--- src/rtl/pipeline_reg_pkg.sv ---
// Shared pipeline-register types for the fetch/decode boundary and the
// redirect target mask applied to JALR targets.
package pipeline_reg_pkg;

  localparam int unsigned PIPE_XLEN = 32;

  typedef struct packed {
    logic [PIPE_XLEN-1:0] pc;
    logic [PIPE_XLEN-1:0] ir;
  } if_id_reg_t;

  localparam logic [PIPE_XLEN-1:0] REDIRECT_MASK = 32'hffff_fffe;

  typedef enum logic {
    FETCH   = 1'b0,
    DISCARD = 1'b1
  } fetch_state_t;

endpackage

--- src/rtl/fetch_fifo.sv ---
// DEPTH-entry synchronous FIFO of if_id_reg_t with push/pop/flush and an
// occupancy count; flush overrides push and pop.
module fetch_fifo
  import pipeline_reg_pkg::*;
#(
  parameter int unsigned DEPTH = 4
) (
  input  logic                   clk,
  input  logic                   rst,
  input  logic                   i_push,
  input  logic                   i_pop,
  input  logic                   i_flush,
  input  if_id_reg_t             i_data,
  output if_id_reg_t             o_data,
  output logic [$clog2(DEPTH):0] o_count
);

  localparam int unsigned AW = $clog2(DEPTH);

  if_id_reg_t       r_mem [DEPTH];
  logic [AW-1:0]    r_head;
  logic [AW-1:0]    r_tail;
  logic [AW:0]      r_count;

  always_ff @(posedge clk) begin
    if (i_push && !i_flush) begin
      r_mem[r_tail] <= i_data;
    end
  end

  always_ff @(posedge clk) begin
    if (rst) begin
      r_head  <= '0;
      r_tail  <= '0;
      r_count <= '0;
    end else if (i_flush) begin
      r_head  <= r_tail;
      r_count <= '0;
    end else begin
      if (i_push) r_tail <= r_tail + AW'(1);
      if (i_pop)  r_head <= r_head + AW'(1);
      case ({i_push, i_pop})
        2'b10:   r_count <= r_count + (AW+1)'(1);
        2'b01:   r_count <= r_count - (AW+1)'(1);
        default: r_count <= r_count;
      endcase
    end
  end

  assign o_data  = r_mem[r_head];
  assign o_count = r_count;

endmodule

--- src/rtl/if_fetch_queue.sv ---
// Instruction-fetch stage: one-outstanding imem requester feeding a fetch queue,
// with redirect/flush and stale-response discard. Optional IF_BYPASS_EN.
module if_fetch_queue
  import pipeline_reg_pkg::*;
#(
  parameter int unsigned     DEPTH    = 4,
  parameter int unsigned     XLEN     = 32,
  parameter logic [XLEN-1:0] RESET_PC = 32'h4000_0060
) (
  input  logic            clk,
  input  logic            rst,
  output logic            imem_read,
  output logic [XLEN-1:0] imem_address,
  input  logic [XLEN-1:0] imem_rdata,
  input  logic            imem_resp,
  input  logic            redirect,
  input  logic [XLEN-1:0] redirect_pc,
  input  logic            redirect_mask,
  output logic            if_valid,
  input  logic            if_ready,
  output if_id_reg_t      if_reg
);

  localparam int unsigned   CW   = $clog2(DEPTH) + 1;
  localparam logic [CW-1:0] FULL = CW'(DEPTH);

  fetch_state_t    r_state, w_state_nx;
  logic [XLEN-1:0] r_fetch_pc, w_fetch_pc_nx;
  logic [XLEN-1:0] r_req_pc, w_req_pc_nx;
  logic            r_pending, w_pending_nx;

  logic [CW-1:0]   w_count;
  if_id_reg_t      w_head;
  if_id_reg_t      w_resp_entry;
  logic            w_q_valid;
  logic            w_bypass;
  logic            w_push;
  logic            w_pop;

  assign w_resp_entry = '{pc: r_req_pc, ir: imem_rdata};

`ifdef IF_BYPASS_EN
  assign w_bypass = (w_count == '0) && r_pending && imem_resp && !redirect && (r_state == FETCH);
`else
  assign w_bypass = 1'b0;
`endif

  assign w_q_valid = (w_count != '0) && !redirect;
  assign if_valid  = w_q_valid || w_bypass;
  assign if_reg    = w_q_valid ? w_head : w_resp_entry;

  // A bypassed response that decode takes this cycle never enters the queue.
  assign w_pop  = w_q_valid && if_ready;
  assign w_push = r_pending && imem_resp && (r_state == FETCH) && !redirect
                  && !(w_bypass && if_ready);

  assign imem_read    = r_pending;
  assign imem_address = r_req_pc;

  fetch_fifo #(.DEPTH(DEPTH)) u_fifo (
    .clk     (clk),
    .rst     (rst),
    .i_push  (w_push),
    .i_pop   (w_pop),
    .i_flush (redirect),
    .i_data  (w_resp_entry),
    .o_data  (w_head),
    .o_count (w_count)
  );

  always_comb begin
    w_state_nx    = r_state;
    w_fetch_pc_nx = r_fetch_pc;
    w_req_pc_nx   = r_req_pc;
    w_pending_nx  = r_pending;
    unique case (r_state)
      FETCH: begin
        if (r_pending && imem_resp) begin
          w_pending_nx = 1'b0;
          if (!redirect) w_fetch_pc_nx = r_fetch_pc + XLEN'(4);
        end else if (r_pending && redirect) begin
          w_state_nx = DISCARD;
        end else if (!r_pending && !redirect && ((w_count < FULL) || w_pop)) begin
          w_pending_nx = 1'b1;
          w_req_pc_nx  = r_fetch_pc;
        end
      end
      DISCARD: begin
        if (imem_resp) begin
          w_pending_nx = 1'b0;
          w_state_nx   = FETCH;
        end
      end
      default: w_state_nx = FETCH;
    endcase
    if (redirect) begin
      w_fetch_pc_nx = redirect_mask ? (redirect_pc & REDIRECT_MASK[XLEN-1:0]) : redirect_pc;
    end
  end

  always_ff @(posedge clk) begin
    if (rst) begin
      r_state    <= FETCH;
      r_fetch_pc <= RESET_PC;
      r_req_pc   <= RESET_PC;
      r_pending  <= 1'b0;
    end else begin
      r_state    <= w_state_nx;
      r_fetch_pc <= w_fetch_pc_nx;
      r_req_pc   <= w_req_pc_nx;
      r_pending  <= w_pending_nx;
    end
  end

endmodule
--- config.mk ---
export PLATFORM = sky130hd
export DESIGN_NAME = if_fetch_queue
export DESIGN_NICKNAME = d
export VERILOG_FILES = /design/src/rtl/pipeline_reg_pkg.sv /design/src/rtl/fetch_fifo.sv /design/src/rtl/if_fetch_queue.sv
export SDC_FILE = /design/constraint.sdc
export NUM_CORES = 1
export LEC_CHECK = 0
export BUFFER_PORTS_ARGS = -buffer_cell sky130_fd_sc_hd__buf_4
export CORE_MARGIN = 10
export CORE_UTILIZATION = 58
export CTS_CLUSTER_SIZE = 16
export DETAILED_ROUTE_END_ITERATION = 10
export GPL_ROUTABILITY_DRIVEN = 0
export PLACE_DENSITY = 0.8
export REMOVE_ABC_BUFFERS = 1
export SYNTH_ARGS = -nofsm -noshare
export SYNTH_HDL_FRONTEND = slang
export SYNTH_SLANG_ARGS = --single-unit
--- constraint.sdc ---
create_clock -name clk -period 4.1 [get_ports clk]
set_clock_uncertainty 0.15 [all_clocks]
set_input_delay 0.205 -clock clk [delete_from_list [all_inputs] [get_ports clk]]
set_output_delay 0.205 -clock clk [all_outputs]
set_load 0.02 [all_outputs]
==> metrics.yaml, run 1 <==
logic_synthesis:
  avgSynthCellArea_um2: 16.4
  yosysSeqAreaShare: 0.690
  syn_area_um2: 13300
  synth-edff-count: 256
  async_flop_share: 0
  synth-seq-cells: 331
  ys.flop_type: "edfxtp_1"
  syn_inst: 812
  synth_warnings: 0
  synth_cell_types: 46
setup_path:
  slowest_delay_ns: 0.68
  slowest_stage: "dfxtp_4"
  worstSetupPathType: "reg2out"
  endpoint_kind: "output port"
  cp_cell_sequence: "buf_12 -> mux4_2 -> mux2_2 -> buf_4"
  crit_arrival_ns: 2.62
  worst_ep_required_time_ns: 3.74
  ff2ff_setup_slack_ns: 1.66
  path_max_fanout: 42
  critPathLaunchType: "flop"
floorplanning:
  fp.dieW_um: 172
  die_h_um: 172
  design.die.area_um2: 29400
  rows: 55
  initial_core_util: 0.588
  core-area_um2: 22600
  ios: 168
grt:
  antenna_found_initial: 0
  grt_overflow: 0
  gr-usage-all-layers: 0.200
  grt_max_degree: 74
  grt_pass1_vias: 8238
  grt_pass1_wl_mm: 46.0
cells_and_area:
  post-route-util: 0.736
  layout.cells.most_common: "edfxtp_1"
  diodes: 0
  finalNonFillerCells: 1354
  drive_gt1_frac: 0.339
  area_growth_pct: 25.1
  final_cell_mix: "edfxtp_1 (256), buf_4 (171), nand2_1 (78)"
  final_nets: 1122
timing:
  post-route-period-util: 0.727
  final_max_slew_viol_count: 0
  finalHoldViolations: 0
  slew_headroom: 0.224
  tns_ns: 0
  fin_crit_ns: 2.98
  rsz0062_at_grt: "no"
  fmax_mhz: 336
  tightestPinTransition_ns: 1.15
  finalSetupViolCount: 0
clocking:
  numClockSinks: 331
  cts-resized-gates: 0
  cts_post_setup_buffers_inserted: 0
  worstSkewPairLatency_ns: 0.49
  htree_levels: 2
  clkTransAtPathRegs_ns: 0.06
  cts_hold_buffers: 73
  tritoncts: "built"
  clock_path_buffers: 3
  cts_buffers: 34
  cts_root_buf: "clkbuf_16"
place:
  dp_hpwl_mm: 16.9
  dp.cells: 1221
  io_buffer_count: 167
detailed_routing:
  postRouteAntennaNets: 0
  vias: 7869
  drc: 0
  drt_wl_total_mm: 29.4
  first_iter_violations: 635
  routed_via_density: 5.81
  detail_route.wl_per_cell_um: 21.7
  first_pass_iters: 5
min_path:
  hp-class: "in2reg"
power:
  totalPowerFinal_mw: 7.33
  worst_ir_drop_vdd_uv: 369
  p_leak_nw: 5.70
  power_density_nw_per_um2: 440
status:
  outcome: "finished clean"
job:
  cap_violations: 0
-- per-layer routing --
layer  track usage  vias up  share of wire
met3        0.0511       33          0.069
li1              -     3603              -
met5             0        -              0
met4        0.0439        0          0.011
met2         0.323      272           0.49
met1         0.268     3961           0.43
-- per-stage QoR --
step	setup WS (ns)	area, µm²	hold WS, ns
floorplan	-0.936	13100	0.124
CTS	1.04	16700	0.0795
global route	0.934	16700	0.123
finish	1.12	16700	0.104
detailed placement	1.59	14800	0.266
global placement	1.60	14800	0.266
-- registers in the layout, summed over array words and instances (netlist names), named ones only --
| signal | flops |
|---|---|
| u_fifo.o_count | 3 |
| u_fifo.r_mem | 256 |
| imem_address | 32 |
| r_fetch_pc | 32 |
| u_fifo.r_tail | 2 |
| r_state | 1 |
| u_fifo.r_head | 2 |
| imem_read | 1 |
-- synthesized netlist by cell type, types with 3 or more instances --
library cell  count  area share
edfxtp_1        256        0.58
nand2_1          78       0.022
dfxtp_1          75        0.11
mux2_2           64       0.054
mux4_2           64        0.11
a21oi_1          43       0.016
clkbuf_1         34      0.0096
nor2_1           33      0.0093
a211oi_1         17      0.0096
xnor2_1          17       0.011
xor2_1           14      0.0092
inv_1            11      0.0031
nor3_1           10      0.0038
nand3_1           9      0.0034
nand4_1           9      0.0042
and3_1            7      0.0033
buf_2             7      0.0026
ha_1              6      0.0056
buf_1             5      0.0014
nand3b_1          5      0.0028
or3_1             5      0.0023
nor4_1            4      0.0019
o21ai_0           4      0.0015
o21bai_1          4      0.0023
a311oi_1          3      0.0020
nor3_2            3      0.0023
-- worst max-delay path: cells and delay by family (launching register included) --
kind / cells / cell delay [ns]
buf+inv: 2 / 0.53
flops: 1 / 0.68
mux: 2 / 0.86
-- worst paths after layout --
check | cells after the start | startpoint | end
setup reg to reg | 2 | imem_read$_SDFFE_PP0P_ | u_fifo.r_mem[3][55]$_DFFE_PP_
setup / recovery | 4 | flop | if_reg[44]
hold / removal | 2 | rst | r_fetch_pc[1]$_SDFFE_PP0P_
hold reg to reg | 2 | r_fetch_pc[0]$_SDFFE_PP0P_ | imem_address[0]$_SDFFE_PP0P_
-- report_power, final --
group	internal [mW]	switching [mW]	total, mW
sequential	3.66	0.0784	3.74
combinational	0.261	0.249	0.510
clock	1.88	1.20	3.08
-- cell type report --
| cell class | instances | area [µm²] |
|---|---|---|
| sequential | 331 | 9200 |
| inverter | 11 | 41.3 |
| clock inverter | 17 | 210 |
| tap | 285 | 357 |
| multi-input combinational | 422 | 3920 |
| timing repair buffer | 245 | 2030 |
| fill | 1348 | 5970 |
| clock buffer | 43 | 906 |
-- kinds of logic (layout without fill, tap and decap cells) --
group | after synthesis | count (layout) | share of synthesized area
xor gates and xnor gates | 31 | 31 | 0.0204
DFF | 331 | 331 | 0.690
muxes | 130 | 130 | 0.164
AOI/OAI and AO/OA | 76 | 76 | 0.0342
buffers and inverters | 59 | 316 | 0.0181
and+or+nand+nor | 178 | 178 | 0.0665
adders and majority gates | 7 | 7 | 0.00714
Power figures use the tool's default switching activity.
==> run 2, diff against run 1 <==
clock period = 2.85 ns   (was 4.1 ns; I/O delays follow)
==> run 2 against run 1 <==
  * Worst setup slack got worse by 0.86 ns
  * Die area did not move
  * Non-clock buffer count increased by 13
  * Cell count up 1.2%
  * Sequential power increased by 44%
  * Highest routed layer unchanged
  * Combinational power rose by 50%
  * Cell area increased by 0.98%
==> metrics.yaml, run 2 (synthesis results as in run 1) <==
status:
  outcome: "finished clean"
cells_and_area:
  area_growth_pct: 26.4
  largest-register: "u_fifo.r_mem"
  largest_reg_flops: 256  # unchanged
  final_nets: 1136  # +1.2%
  diodes: 0  # unchanged
  n_fill_cell: 1354  # +0.45%
  final_cell_mix: "edfxtp_1 (256), buf_4 (173), nand2_1 (78)"
  layout.cells.most_common: "edfxtp_1"
  drive_gt1_frac: 0.344  # +0.00514
  fin_area_um2: 16800  # +0.98%
grt:
  grt_overflow: 0  # unchanged
  antenna_found_initial: 0  # unchanged
  grt_pass1_wl_mm: 47.5  # +3.3%
  grt_max_degree: 74  # unchanged
  gr-usage-all-layers: 0.208  # +0.00773
  grt_pass1_vias: 8390  # +1.8%
timing:
  slew_headroom: 0.478  # +0.253
  tightestPinTransition_ns: 0.783  # -0.370 ns
  finalHoldViolations: 0  # unchanged
  finalSetupViolCount: 0  # unchanged
  post-route-period-util: 0.910
  fin_crit_ns: 2.59
  rsz0062_at_grt: "no"
  holdWs_ns: 0.0354  # -0.0690 ns
  setup_ws_ns: 0.257  # -0.863 ns
  fmax_mhz: 386
  final_max_slew_viol_count: 0  # unchanged
power:
  power_density_nw_per_um2: 612  # +39%
  p_leak_nw: 5.77  # +1.2%
  worst_ir_drop_vdd_uv: 454  # +23%
detailed_routing:
  routed_via_density: 5.81  # about the same
  drc: 0  # unchanged
  first_iter_violations: 665  # +4.7%
  detail_route.wl_per_cell_um: 22.1  # +1.8%
  postRouteAntennaNets: 0  # unchanged
  first_pass_iters: 5  # unchanged
  vias: 7960  # +1.2%
  drt_wl_total_mm: 30.2  # +3.1%
min_path:
  hp-class: "in2reg"
floorplanning:
  initial_core_util: 0.588  # unchanged
  rows: 55  # unchanged
  design.die.area_um2: 29400  # unchanged
  fp.dieW_um: 172  # unchanged
  die_h_um: 172  # unchanged
  core-area_um2: 22600  # unchanged
  ios: 168  # unchanged
place:
  detailed_place.area_um2: 15000  # +1.5%
  pre_cts_slack_ns: 0.706  # -0.879 ns
  io_buffer_count: 167  # unchanged
  dp_hpwl_mm: 17.9  # +6.2%
setup_path:
  endpoint_kind: "output port"
  path_max_fanout: 22  # -48%
  crit_arrival_ns: 2.30  # -0.32 ns
  critPathLaunchType: "flop"
  worst_ep_required_time_ns: 2.56  # -1.18 ns
  worstSetupPathType: "reg2out"
clocking:
  numClockSinks: 331  # unchanged
  cts_post_setup_buffers_inserted: 0  # unchanged
  clock_path_buffers: 3  # unchanged
  cts_root_buf: "clkbuf_16"
  cts_hold_buffers: 74  # +1.4%
  tritoncts: "built"
  htree_levels: 2  # unchanged
  worstSkewPairLatency_ns: 0.51  # +0.02 ns
  cts-resized-gates: 0  # unchanged
  cts_buffers: 35  # +2.9%
  clkTransAtPathRegs_ns: 0.06  # about the same
job:
  cap_violations: 0  # unchanged
[run 2: cell count changes in the layout (fill, tap and decap cells not counted), moves of 2 or more]
cell,previous run,this run
buf_12,1,11
buf_4,171,173
bufinv_16,5,1
clkbuf_1,8,10
clkinv_1,6,8
clkinv_2,4,6
[run 2: path summary, 6_finish.rpt]
kind / start / depth (start not counted) / slack, ns / to
max: flop / 4 / 0.26 / if_reg[33]
max reg2reg: imem_read$_SDFFE_PP0P_ / 6 / 0.37 / r_fetch_pc[6]$_SDFFE_PP1P_
min reg2reg: r_fetch_pc[0]$_SDFFE_PP0P_ / 2 / 0.31 / r_fetch_pc[0]$_SDFFE_PP0P_
min: rst / 2 / 0.04 / imem_address[1]$_SDFFE_PP0P_
[run 2: cell type report]
cell class | instances | area (µm²) | area share
sequential | 331 | 9200 | 0.546
multi-input combinational | 422 | 3920 | 0.233
timing repair buffer | 258 | 2260 | 0.134
clock buffer | 46 | 938 | 0.0558
tap | 285 | 357 | 0.0212
clock inverter | 17 | 115 | 0.00684
inverter | 11 | 41.3 | 0.00245
[run 2: power breakdown]
part	leakage (nW)	total (mW)	switching (mW)	internal (mW)
clock	0.517	4.16	1.75	2.42
combinational	2.35	0.764	0.379	0.384
sequential	2.90	5.37	0.0992	5.27
[run 2: critical path, stage by stage (launching register included)]
cell and delay, ns:
dfxtp_4 0.35, buf_4 0.40, mux4_2 0.58, mux2_2 0.29, buf_4 0.16
[run 2: routing by layer]
layer,up-vias,track usage,part of all wire
li1,3633,-,-
met1,3997,0.282,0.42
met2,283,0.332,0.49
met3,47,0.0504,0.074
met4,0,0.0503,0.016
met5,-,0,0
[run 2: per-stage QoR]
stage | std cells | setup TNS, ns | util | total power, mW
5_1_grt | 1370 | 0 | 0.743 | 10.7
2_1_floorplan | 764 | -223.07 | - | 5.80
3_5_place_dp | 1233 | 0 | 0.664 | 6.14
3_3_place_gp | 1233 | 0 | 0.664 | 6.13
6_report | 1370 | 0 | 0.743 | 10.3
4_1_cts | 1370 | 0 | 0.743 | 10.4
